--- src/rtl/display_pkg.sv ---
// Shared encodings for the result sequencer and the display interface:
// system state codes, display status (DS) codes and default geometry.
package display_pkg;

   typedef enum logic [1:0] {
      ST_INIT = 2'b00,
      ST_RUN  = 2'b01,
      ST_HOLD = 2'b10,
      ST_DISP = 2'b11
   } state_t;

   localparam logic [1:0] DS_INIT_ACK = 2'b01;
   localparam logic [1:0] DS_DONE     = 2'b10;

   localparam int ELEM_W_DEF = 8;
   localparam int N_ELEM_DEF = 4;

endpackage : display_pkg

--- src/rtl/result_packer.sv ---
// Collects up to N_ELEM result bytes from one systolic array into a packed
// word, slot k at bits [k*ELEM_W +: ELEM_W]; accepts nothing once full.
module result_packer
   import display_pkg::*;
#(
   parameter int ELEM_W = ELEM_W_DEF,
   parameter int N_ELEM = N_ELEM_DEF
) (
   input  logic                     clk,
   input  logic                     rst,
   input  logic                     i_clear,
   input  logic                     i_en,
   input  logic                     i_valid,
   input  logic [ELEM_W-1:0]        i_data,
   output logic                     o_rdy,
   output logic                     o_full,
   output logic                     o_last,
   output logic [N_ELEM*ELEM_W-1:0] o_word
);

   localparam int CNT_W = $clog2(N_ELEM + 1);

   logic [CNT_W-1:0]        r_cnt;
   logic [N_ELEM*ELEM_W-1:0] r_word;
   logic                    w_take;

   assign o_full = (r_cnt == CNT_W'(N_ELEM));
   assign o_rdy  = i_en & ~o_full;
   assign w_take = i_valid & o_rdy;
   // Full now or filling on this edge: lets the FSM leave RUN on the same edge.
   assign o_last = o_full | (w_take & (r_cnt == CNT_W'(N_ELEM - 1)));
   assign o_word = r_word;

   always_ff @(posedge clk or negedge rst) begin
      if (!rst) begin
         r_cnt  <= '0;
         r_word <= '0;
      end else if (i_clear) begin
         r_cnt  <= '0;
         r_word <= '0;
      end else if (w_take) begin
         // NOTE: non-blocking, so the slot index is the pre-increment count.
         r_word[r_cnt*ELEM_W +: ELEM_W] <= i_data;
         r_cnt                          <= r_cnt + 1'b1;
      end
   end

endmodule : result_packer

--- src/rtl/result_sequencer.sv ---
// System sequencer and result packer feeding the display block.
// Optional DISPLAY watchdog enabled by defining RESULT_SEQ_TIMEOUT_EN.
module result_sequencer
   import display_pkg::*;
#(
   parameter int ELEM_W  = ELEM_W_DEF,
   parameter int N_ELEM  = N_ELEM_DEF,
   parameter int TIMEOUT = 1024
) (
   input  logic                     clk,
   input  logic                     rst,
   input  logic                     start,
   input  logic [1:0]               DS,
   input  logic                     v22,
   input  logic [ELEM_W-1:0]        d22,
   input  logic                     v33,
   input  logic [ELEM_W-1:0]        d33,
   output logic                     rdy22,
   output logic                     rdy33,
   output logic [1:0]               state,
   output logic [N_ELEM*ELEM_W-1:0] ret22,
   output logic [N_ELEM*ELEM_W-1:0] ret33,
   output logic                     busy,
   output logic                     timeout_err
);

   state_t r_state;
   logic   w_run;
   logic   w_start;
   logic   w_last22;
   logic   w_last33;
   logic   w_full22;
   logic   w_full33;

   assign w_run   = (r_state == ST_RUN);
   assign w_start = (r_state == ST_INIT) & start & (DS == DS_INIT_ACK);
   assign state   = r_state;
   assign busy    = (r_state != ST_INIT);

   result_packer #(.ELEM_W(ELEM_W), .N_ELEM(N_ELEM)) u_pack22 (
      .clk     (clk),
      .rst     (rst),
      .i_clear (w_start),
      .i_en    (w_run),
      .i_valid (v22),
      .i_data  (d22),
      .o_rdy   (rdy22),
      .o_full  (w_full22),
      .o_last  (w_last22),
      .o_word  (ret22)
   );

   result_packer #(.ELEM_W(ELEM_W), .N_ELEM(N_ELEM)) u_pack33 (
      .clk     (clk),
      .rst     (rst),
      .i_clear (w_start),
      .i_en    (w_run),
      .i_valid (v33),
      .i_data  (d33),
      .o_rdy   (rdy33),
      .o_full  (w_full33),
      .o_last  (w_last33),
      .o_word  (ret33)
   );

`ifdef RESULT_SEQ_TIMEOUT_EN
   localparam int WD_W = $clog2(TIMEOUT + 1);

   logic [WD_W-1:0] r_wd;
   logic            r_timeout_err;

   assign timeout_err = r_timeout_err;
`else
   localparam logic [31:0] TIMEOUT_L = 32'(TIMEOUT);

   // No watchdog in this build; the AND keeps TIMEOUT referenced.
   assign timeout_err = 1'b0 & TIMEOUT_L[0];
`endif

   always_ff @(posedge clk or negedge rst) begin
      if (!rst) begin
         r_state       <= ST_INIT;
`ifdef RESULT_SEQ_TIMEOUT_EN
         r_wd          <= '0;
         r_timeout_err <= 1'b0;
`endif
      end else begin
`ifdef RESULT_SEQ_TIMEOUT_EN
         r_timeout_err <= 1'b0;
`endif
         case (r_state)
            ST_INIT: begin
               if (w_start) r_state <= ST_RUN;
            end
            ST_RUN: begin
               if (w_last22 & w_last33) r_state <= ST_HOLD;
            end
            ST_HOLD: begin
               r_state <= ST_DISP;
`ifdef RESULT_SEQ_TIMEOUT_EN
               r_wd    <= '0;
`endif
            end
            ST_DISP: begin
               if (DS == DS_DONE) begin
                  r_state <= ST_INIT;
`ifdef RESULT_SEQ_TIMEOUT_EN
               end else if (r_wd == WD_W'(TIMEOUT - 1)) begin
                  r_state       <= ST_INIT;
                  r_timeout_err <= 1'b1;
               end else begin
                  r_wd <= r_wd + 1'b1;
`endif
               end
            end
            default: r_state <= ST_INIT;
         endcase
      end
   end

   // Full flags are only consumed through o_last; kept visible for debug.
   logic w_unused;
   assign w_unused = w_full22 ^ w_full33;

endmodule : result_sequencer

--- config.mk ---
export PLATFORM = sky130hd
export DESIGN_NAME = result_sequencer
export DESIGN_NICKNAME = d
export VERILOG_FILES = /design/src/rtl/display_pkg.sv /design/src/rtl/result_packer.sv /design/src/rtl/result_sequencer.sv
export SDC_FILE = /design/constraint.sdc
export NUM_CORES = 1
export LEC_CHECK = 0
export ABC_AREA = 1
export CAP_MARGIN = 10
export CORE_MARGIN = 2
export CORE_UTILIZATION = 50
export DETAILED_ROUTE_END_ITERATION = 6
export PLACE_DENSITY = 0.81
export SYNTH_ARGS = -nofsm -noshare
export SYNTH_HDL_FRONTEND = slang
export SYNTH_HIERARCHICAL = 1
export SYNTH_SLANG_ARGS = --single-unit
--- constraint.sdc ---
create_clock -name clk -period 3.6 [get_ports clk]
set_clock_uncertainty 0.15 [all_clocks]
set_input_delay 0.54 -clock clk [delete_from_list [all_inputs] [get_ports clk]]
set_output_delay 0.54 -clock clk [all_outputs]
set_load 0.01 [all_outputs]
# Word-level counts from Yosys, hierarchy flattened

Index checks and enable logic that the tools add are counted.

$add $sub $neg: 4
Equality and inequality tests: 12
Shift-type cells: 4
Muxes and demuxes: 14
Bitwise gates (word level): 13
Reduce and logical (&&, ||, !) cells: 5

Operators with widths:

| operator                                                                 | number |
|---|---|
| 32-bit two-way mux                                                       | 4 |
| 6-bit negation with 34-bit output                                        | 2 |
| 8-bit by 34-bit variable shift with 32-bit output (first input constant) | 2 |
| 8-bit by 34-bit indexed part select with 32-bit output                   | 2 |
| 32-bit bitwise mux                                                       | 2 |
| 3-bit two-way mux                                                        | 4 |
| 1-bit bitwise AND                                                        | 9 |
| 2-bit case mux with 4 select lines                                       | 1 |
| 3-bit by 1-bit adder with 3-bit output (second input constant)           | 2 |
| 2-bit equality test (second input constant)                              | 3 |
| 3-bit by 2-bit equality test with 1-bit output (second input constant)   | 2 |
| 3-bit equality test (second input constant)                              | 2 |
| 2-bit two-way mux                                                        | 3 |
| 2-bit nonzero test                                                       | 3 |
| 2-bit by 1-bit equality test with 1-bit output (second input constant)   | 2 |
| 2-bit inequality test (second input constant)                            | 2 |
| 3-bit AND reduction                                                      | 1 |
| 2-bit logical NOT                                                        | 1 |
| 2-bit by 1-bit inequality test with 1-bit output (second input constant) | 1 |
| 1-bit inverter                                                           | 2 |
| 1-bit bitwise OR                                                         | 2 |

Bits in registers: 72
Word-level logic and storage cells: 57

# Longest topological paths before layout

Gate-level depths: netlist of the first run.

Word-level depth: 9
Gate-level depth with buffers: 14
Gate-level depth less buffers: 13

# Hierarchy

Netlist of the first run, hierarchy kept.

Modules (own cells, without submodules):

| module                   | times used | cells an instance | area each (sq um) | seq. area each (sq um) |
|---|---|---|---|---|
| result_packer (u_pack22) | 1          | 222               | 1831.8            | 875.8 |
| result_packer (u_pack33) | 1          | 212               | 1741.7            | 875.8 |
| result_sequencer         | 1          | 28                | 227.7             | 50.0 |

# Worst setup path after synthesis of the first run

OpenSTA, ideal clock, no wires.

Kind: reg2reg
Start point: register r_state[0], in the netlist state[0]
End point: register u_pack22.r_cnt[2]
Setup time: 168 ps
Arrival: 2257 ps
Path slack: 1025 ps
Stages on the path, launching flop included: 11
Period minus slack after synthesis: 2575 ps
Path through: dfrtp_1 > inv_1 > ha_1 > inv_1 > nor3_1 > inv_2 > nand2_4 > buf_8 > inv_1 > nand2_1 > o31ai_1

Word-level cells in the longest chain between the ends: 4
Elaborated cells on any way between the ends: 8
Classes of those cells: eq/ne: 1; mux: 1; bitwise: 4; reduce/logical: 2

Ends and longest elaborated chain:

| element                                                        | RTL line               | source |
|---|---|---|
| from (decl)                                                    | result_sequencer.sv:27 | `state_t r_state;` |
| from (signal assigned)                                         | result_sequencer.sv:82 | `r_state <= ST_INIT;` |
| from (signal assigned)                                         | result_sequencer.sv:93 | `if (w_start) r_state <= ST_RUN;` |
| from (signal assigned)                                         | result_sequencer.sv:96 | `if (w_last22 & w_last33) r_state <= ST_HOLD;` |
| 2-bit logical NOT *                                            | result_sequencer.sv:36 | `assign w_start = (r_state == ST_INIT) & start & (DS == DS_INIT_ACK);` |
| 1-bit bitwise AND * (2 in series)                              | result_sequencer.sv:36 |  |
| named net w_start                                              | result_sequencer.sv:29 | `logic w_start;` |
| 3-bit two-way mux / 2-bit nonzero test (equally long branches) | --                     |  |
| to (signal assigned)                                           | result_packer.sv:44    | `r_cnt <= r_cnt + 1'b1;` |
| to (decl)                                                      | result_packer.sv:23    | `logic [CNT_W-1:0] r_cnt;` |

The timed path passes the listed nets; every way through them passes the cells marked *.
A chain may end at the register's enable or synchronous reset.

# Final worst setup path of the first run

Start point: register u_pack33.r_cnt[0]
End point: output rdy33

Word-level cells in the longest chain between the ends: 3

Ends and longest elaborated chain:

| element                | RTL line               | source |
|---|---|---|
| from (decl)            | result_packer.sv:23    |  |
| from (signal assigned) | result_packer.sv:44    |  |
| 3-bit equality test    | result_packer.sv:27    | `assign o_full = (r_cnt == CNT_W'(N_ELEM));` |
| named net w_full33     | result_sequencer.sv:33 | `logic w_full33;` |
| 1-bit inverter         | result_packer.sv:28    | `assign o_rdy = i_en & ~o_full;` |
| 1-bit bitwise AND      | result_packer.sv:28    |  |
| to (decl)              | result_sequencer.sv:19 | `output logic rdy33,` |

The timed path passes the listed nets, and every way through them passes these cells.

==> run metrics, run 1 <==
RSZ-0062 raised after global routing=no; Arr. time, crit path=approximately 2.2 ns; sequential share of the synthesized area=roughly 47%; Synth Instances=roughly 460; final count of hold timing violations=0; most frequent cells in the layout=183 x nand2_1, 90 x clkdlybuf4s50_1, 72 x dfrtp_1; antenna violations before repair=0; Slew Viols, Final=0; CTS tree=built; largest cells by area after synthesis=dfrtp_1 47%, nand2_1 18%, ha_1 6.3%, nand3_1 4.7%, inv_1 3.4%; Final nets=597; required time worst endpoint=between 2 and 3 ns; Initial Util=52.1%; Crit. End Element=output pin; DRT Pass-1 Iters=5; Synth Warn #=6; P per Cell Area=668 nW/um^2; first-pass GRT wire length=15.4 mm; Post-Place Cells=approximately 640; Finish-stage setup viols=0; #FFs+latches synth=slightly above 70; hold_buf cts=0; post-synthesis average cell area=8.23 sq um; fmax=0.341 GHz; port bufs=slightly above 90; TNS Setup=0 ns; Num CTS Buffers=9; setup ws final=0.667 ns; commonest non-fill, non-tap cell in the layout=nand2_1; clock root buffer=clkbuf_8; synthesized cell area=3800 sq um; Max Root-Sink Buffers=2; synth unique cells=29; max-cap check violation count=0; relative slew slack=41.5%; largest net degree at the start of global routing=73; P_leak=0.00248 uW; Tot Pwr=3340 uW; wire per inst=13.8 um; row count=31; die width=91.2 um; outcome=complete, no violations; die area=8320 sq um; routability congestion estimate from global placement=0.837; min Tclk post-route=2.93 ns; CTS clk-pin slew, worst paths=0.08 ns; hpwl dp=between 6 and 7 mm; worst setup path category=reg2out; Filler cells=a little over 600; Worst-Skew Late Latency=0.35 ns; H-Tree Depth=3; First DRT Iteration DRCs=238; Detailed Route WL=9.08 mm; Synth-to-Final Area Change=31.6%; min-delay worst type=in2async; post-place setup slack=1.05 ns; Final Non-Filler Cells=659; startpoint types=flop; antenna viol nets, final=0; Worst Tran Pin Value=0.877 ns; post-synth top area share=between 40% and 50%; Tot GR Track Use=23.0%; residual DRC count=0; die height=91.2 um; total grt overflow=0; CP Max Fanout=11; post-synth top area cell=dfrtp_1; Period Utilization, post-route=81.5%; syn nets=504; CTS Sinks=72; Vias=3349; Ant. Diodes=0; drt via density=between 5 and 6; share of post-route cells with drive strength above 1=between 10 and 15%; vias in the first global route=3236; worst vdd ir=0.280 mV; CORE AREA=7290 sq um; IO Pins=just over 90; post_cts resized=0; Post-CTS Setup Inserts=0
==> where the power goes <==
part,switching (uW),internal [uW]
clock network,334,470
logic,865,580
registers,128,964
==> Yosys cell counts (all sizes together) <==
cell	instances
conb	1
o21ai	38
nor2	29
o31ai	1
nand3b	1
or2	1
o21bai	1
nand4	10
nand3	41
nand2	193
ha	19
buf	11
dfrtp	72
inv	40
nor3	4
==> path summary, 6_finish.rpt <==
check,startpoint,to,slack [ns],cells past startpoint
max in group asynchronous,rst,u_pack33/o_word[9],2.50,2
min in group clk,u_pack33/o_word[31],u_pack33/o_word[31],0.33,2
worst min-delay path,rst,u_pack22/o_word[19],0.24,2
worst max register to register,u_pack33/r_cnt[0],u_pack33/o_word[25],1.20,8
worst max-delay path,u_pack33/r_cnt[0],rdy33,0.67,5
worst min register to register,u_pack33/o_word[31],u_pack33/o_word[31],0.33,2
==> worst max-delay path, cell delays in order (launching register included) <==
cell             delay, ns
dfrtp_1               0.57
inv_2                 0.14
ha_1                  0.25
ha_1                  0.20
nor2_1                0.16
clkdlybuf4s50_1       0.56
==> through the flow <==
stage / util, % / hold WS [ns] / area (sq um)
4_1_cts: 68.6 / 0.261 / 5000
3_3_place_gp: 65.1 / 0.310 / 4750
3_5_place_dp: 65.1 / 0.312 / 4750
5_1_grt: 68.6 / 0.319 / 5000
6_report: 68.6 / 0.244 / 5000
2_1_floorplan: - / 0.0944 / 3800
==> logic make-up (layout without fill, tap and decap cells) <==
group | Yosys count | in the layout | share of synthesized area, %
flops | 72 | 72 | 47.4
fa+ha+maj | 19 | 19 | 6.25
buf+inv | 51 | 149 | 6.62
other cells | 1 | 1 | 0.0987
simple gates | 279 | 279 | 32.9
compound gates | 40 | 40 | 6.78
==> state kept, by name, summed over array words and instances, names as in the netlist <==
signal           cells
u_pack22/o_word     32
u_pack33/r_cnt       3
u_pack33/o_word     32
state                2
u_pack22/r_cnt       3
==> routing by layer <==
metal	vias up	routed length, um	part of all wire, %	track usage (%)
li1	1649	-	-	-
met1	1567	3950	43	29.9
met2	116	4430	49	38.2
met3	17	547	6.0	5.81
met4	0	158	1.7	6.94
met5	-	0	0	0
==> cell type report <==
cell class	count	area [sq um]	area share, %
Sequential cell	72	1800	36.0
Clock buffer	9	124	2.48
Clock inverter	7	128	2.55
Tap cell	99	124	2.48
Inverter	40	150	3.00
Timing Repair Buffer	93	921	18.4
Multi-Input combinational cell	339	1750	35.1
No activity file was read; power rests on OpenSTA's default activity.
==> run 2, diff against run 1 <==
==> constraint.sdc (replaced) <==
create_clock -name clk -period 2.7 [get_ports clk]
set_clock_uncertainty 0.15 [all_clocks]
set_input_delay 0.405 -clock clk [delete_from_list [all_inputs] [get_ports clk]]
set_output_delay 0.405 -clock clk [all_outputs]
set_load 0.01 [all_outputs]
==> run metrics, run 2 (synthesis results as in run 1) <==
outcome=complete, no violations; Final nets=601; drt via density=5.06; CORE AREA=7290 sq um; start of the worst register-to-register path=state[0]; Max Root-Sink Buffers=2; share of post-route cells with drive strength above 1=11.5%; Slew Viols, Final=0; min Tclk post-route=2.55 ns; TNS Setup=0 ns; row count=31; Tot GR Track Use=about a quarter; die height=91.2 um; Period Utilization, post-route=94.4%; vias in the first global route=between 3000 and 4000; RSZ-0062 raised after global routing=no; total grt overflow=0; Worst Tran Pin Value=around 0.66 ns; hpwl dp=6.86 mm; antenna viol nets, final=0; Detailed Route WL=9.12 mm; clock root buffer=clkbuf_8; Post-CTS Setup Inserts=0; max-cap check violation count=0; first-pass GRT wire length=15.7 mm; die area=8320 sq um; wire per inst=13.8 um; commonest non-fill, non-tap cell in the layout=nand2_1; final count of hold timing violations=0; final instance area=between 4000 and 5000 sq um; required time worst endpoint=2.14 ns; relative slew slack=about 56%; worst setup path category=reg2out; residual DRC count=0; CP Max Fanout=5; Filler cells=623; die width=91.2 um; Initial Util=52.1%; Synth-to-Final Area Change=31.4%; worst vdd ir=0.442 mV; Worst-Skew Late Latency=0.33 ns; final core utilization=68.5%; most frequent cells in the layout=183 x nand2_1, 90 x clkdlybuf4s50_1, 72 x dfrtp_1; Tot Pwr=4270 uW; CTS tree=built; Crit. End Element=output pin; delay-heaviest family, CP=buffers and inverters; end point of the critical path=rdy22; most frequent CP cell=inv_1; H-Tree Depth=3; Num CTS Buffers=9; startpoint types=flop; antenna violations before repair=0; min-delay worst type=reg2reg; CP max-delay cell=clkdlybuf4s50_1; largest net degree at the start of global routing=73; r2r endpoint=u_pack22/o_word[28]; FF-to-FF path depth=8; WP buf/inv=4; Largest stage delay, worst path=0.53 ns; First DRT Iteration DRCs=244; IO Pins=93; P per Cell Area=854 nW/um^2; CTS clk-pin slew, worst paths=approximately 0.08 ns; crit path cell chain=inv_1 > ha_1 > ha_1 > inv_1 > nand2_1 > inv_1 > clkdlybuf4s50_1; Ant. Diodes=0; Worst path depth=7; Arr. time, crit path=roughly 2 ns; port bufs=91; CTS Sinks=72; DP Area=about 4800 sq um; Vias=3357; P_leak=approximately 0.0025 uW; Finish-stage setup viols=0; Worst Setup SP=u_pack22/r_cnt[1]; DRT Pass-1 Iters=4; fmax=roughly 0.39 GHz; R2R Setup Slk=0.48 ns; routability congestion estimate from global placement=approximately 0.8
## run 2: cell count changes in the layout (fill, tap and decap cells not counted)
cell / delta
clkinv_4: -1
dlygate4sd3_1: +1
bufinv_16: -2
clkinv_2: +2
buf_4: +2
inv_6: +1
buf_12: +1
## run 2: routing by layer
metal	vias to the layer above	wire [um]	global-route usage [%]
met5	-	0	0
met4	0	70	6.44
met3	7	464	4.73
met2	112	4560	39.4
met1	1579	4020	31.0
li1	1659	-	-
## run 2: cell type report
cell class | instances | area (sq um) | share of cell area, %
Clock buffer | 9 | 124 | 2.48
Multi-Input combinational cell | 339 | 1750 | 35.1
Timing Repair Buffer | 97 | 966 | 19.3
Sequential cell | 72 | 1800 | 36.1
Clock inverter | 7 | 77.6 | 1.55
Tap cell | 99 | 124 | 2.48
Inverter | 40 | 150 | 3.01
## run 2: power breakdown
group | leakage, uW | switching [uW] | total [uW] | internal [uW]
sequential | 0.000990 | 140 | 1430 | 1290
combinational | 0.00139 | 1180 | 1970 | 793
clock | 0.000106 | 429 | 867 | 438
total | 0.00248 | 1750 | 4270 | 2520
## run 2: how the worst min path moves through the flow
| stage | startpoint | to | slack (ns) | cells after the start |
|---|---|---|---|---|
| after CTS | u_pack33/o_word[16] | u_pack33/o_word[16] | 0.34 | 2 |
| after global routing | u_pack33/o_word[27] | u_pack33/o_word[27] | 0.36 | 2 |
| after global placement | rst | u_pack22/o_word[17] | 0.31 | 2 |
| after detailed placement | u_pack33/o_word[16] | u_pack33/o_word[16] | 0.31 | 2 |
| after floorplan | rst | state[0] | -0.04 | 0 |
| final | u_pack33/o_word[31] | u_pack33/o_word[31] | 0.33 | 2 |
## run 2: worst register-to-register path, delay by kind of cell (launching register included)
kind                       cells  cell delay, ns
and+or+nand+nor                3            0.75
DFF                            1            0.43
buffers and inverters          3            0.40
AOI/OAI and AO/OA              1            0.25
adders and majority gates      1            0.15
## run 2: what timing repair did
action	CTS	global route
resized for setup	0	0
endpoints found under the hold margin	72	0
hold buffers	1	0
## run 2: stage by stage
stage	setup slack (ns)	instances	hold slack, ns
detailed placement	0.241	646	0.314
floorplan	0.125	462	-0.0406
global placement	0.313	646	0.310
CTS	0.132	663	0.338
finish	0.151	663	0.332
global route	0.00641	663	0.356
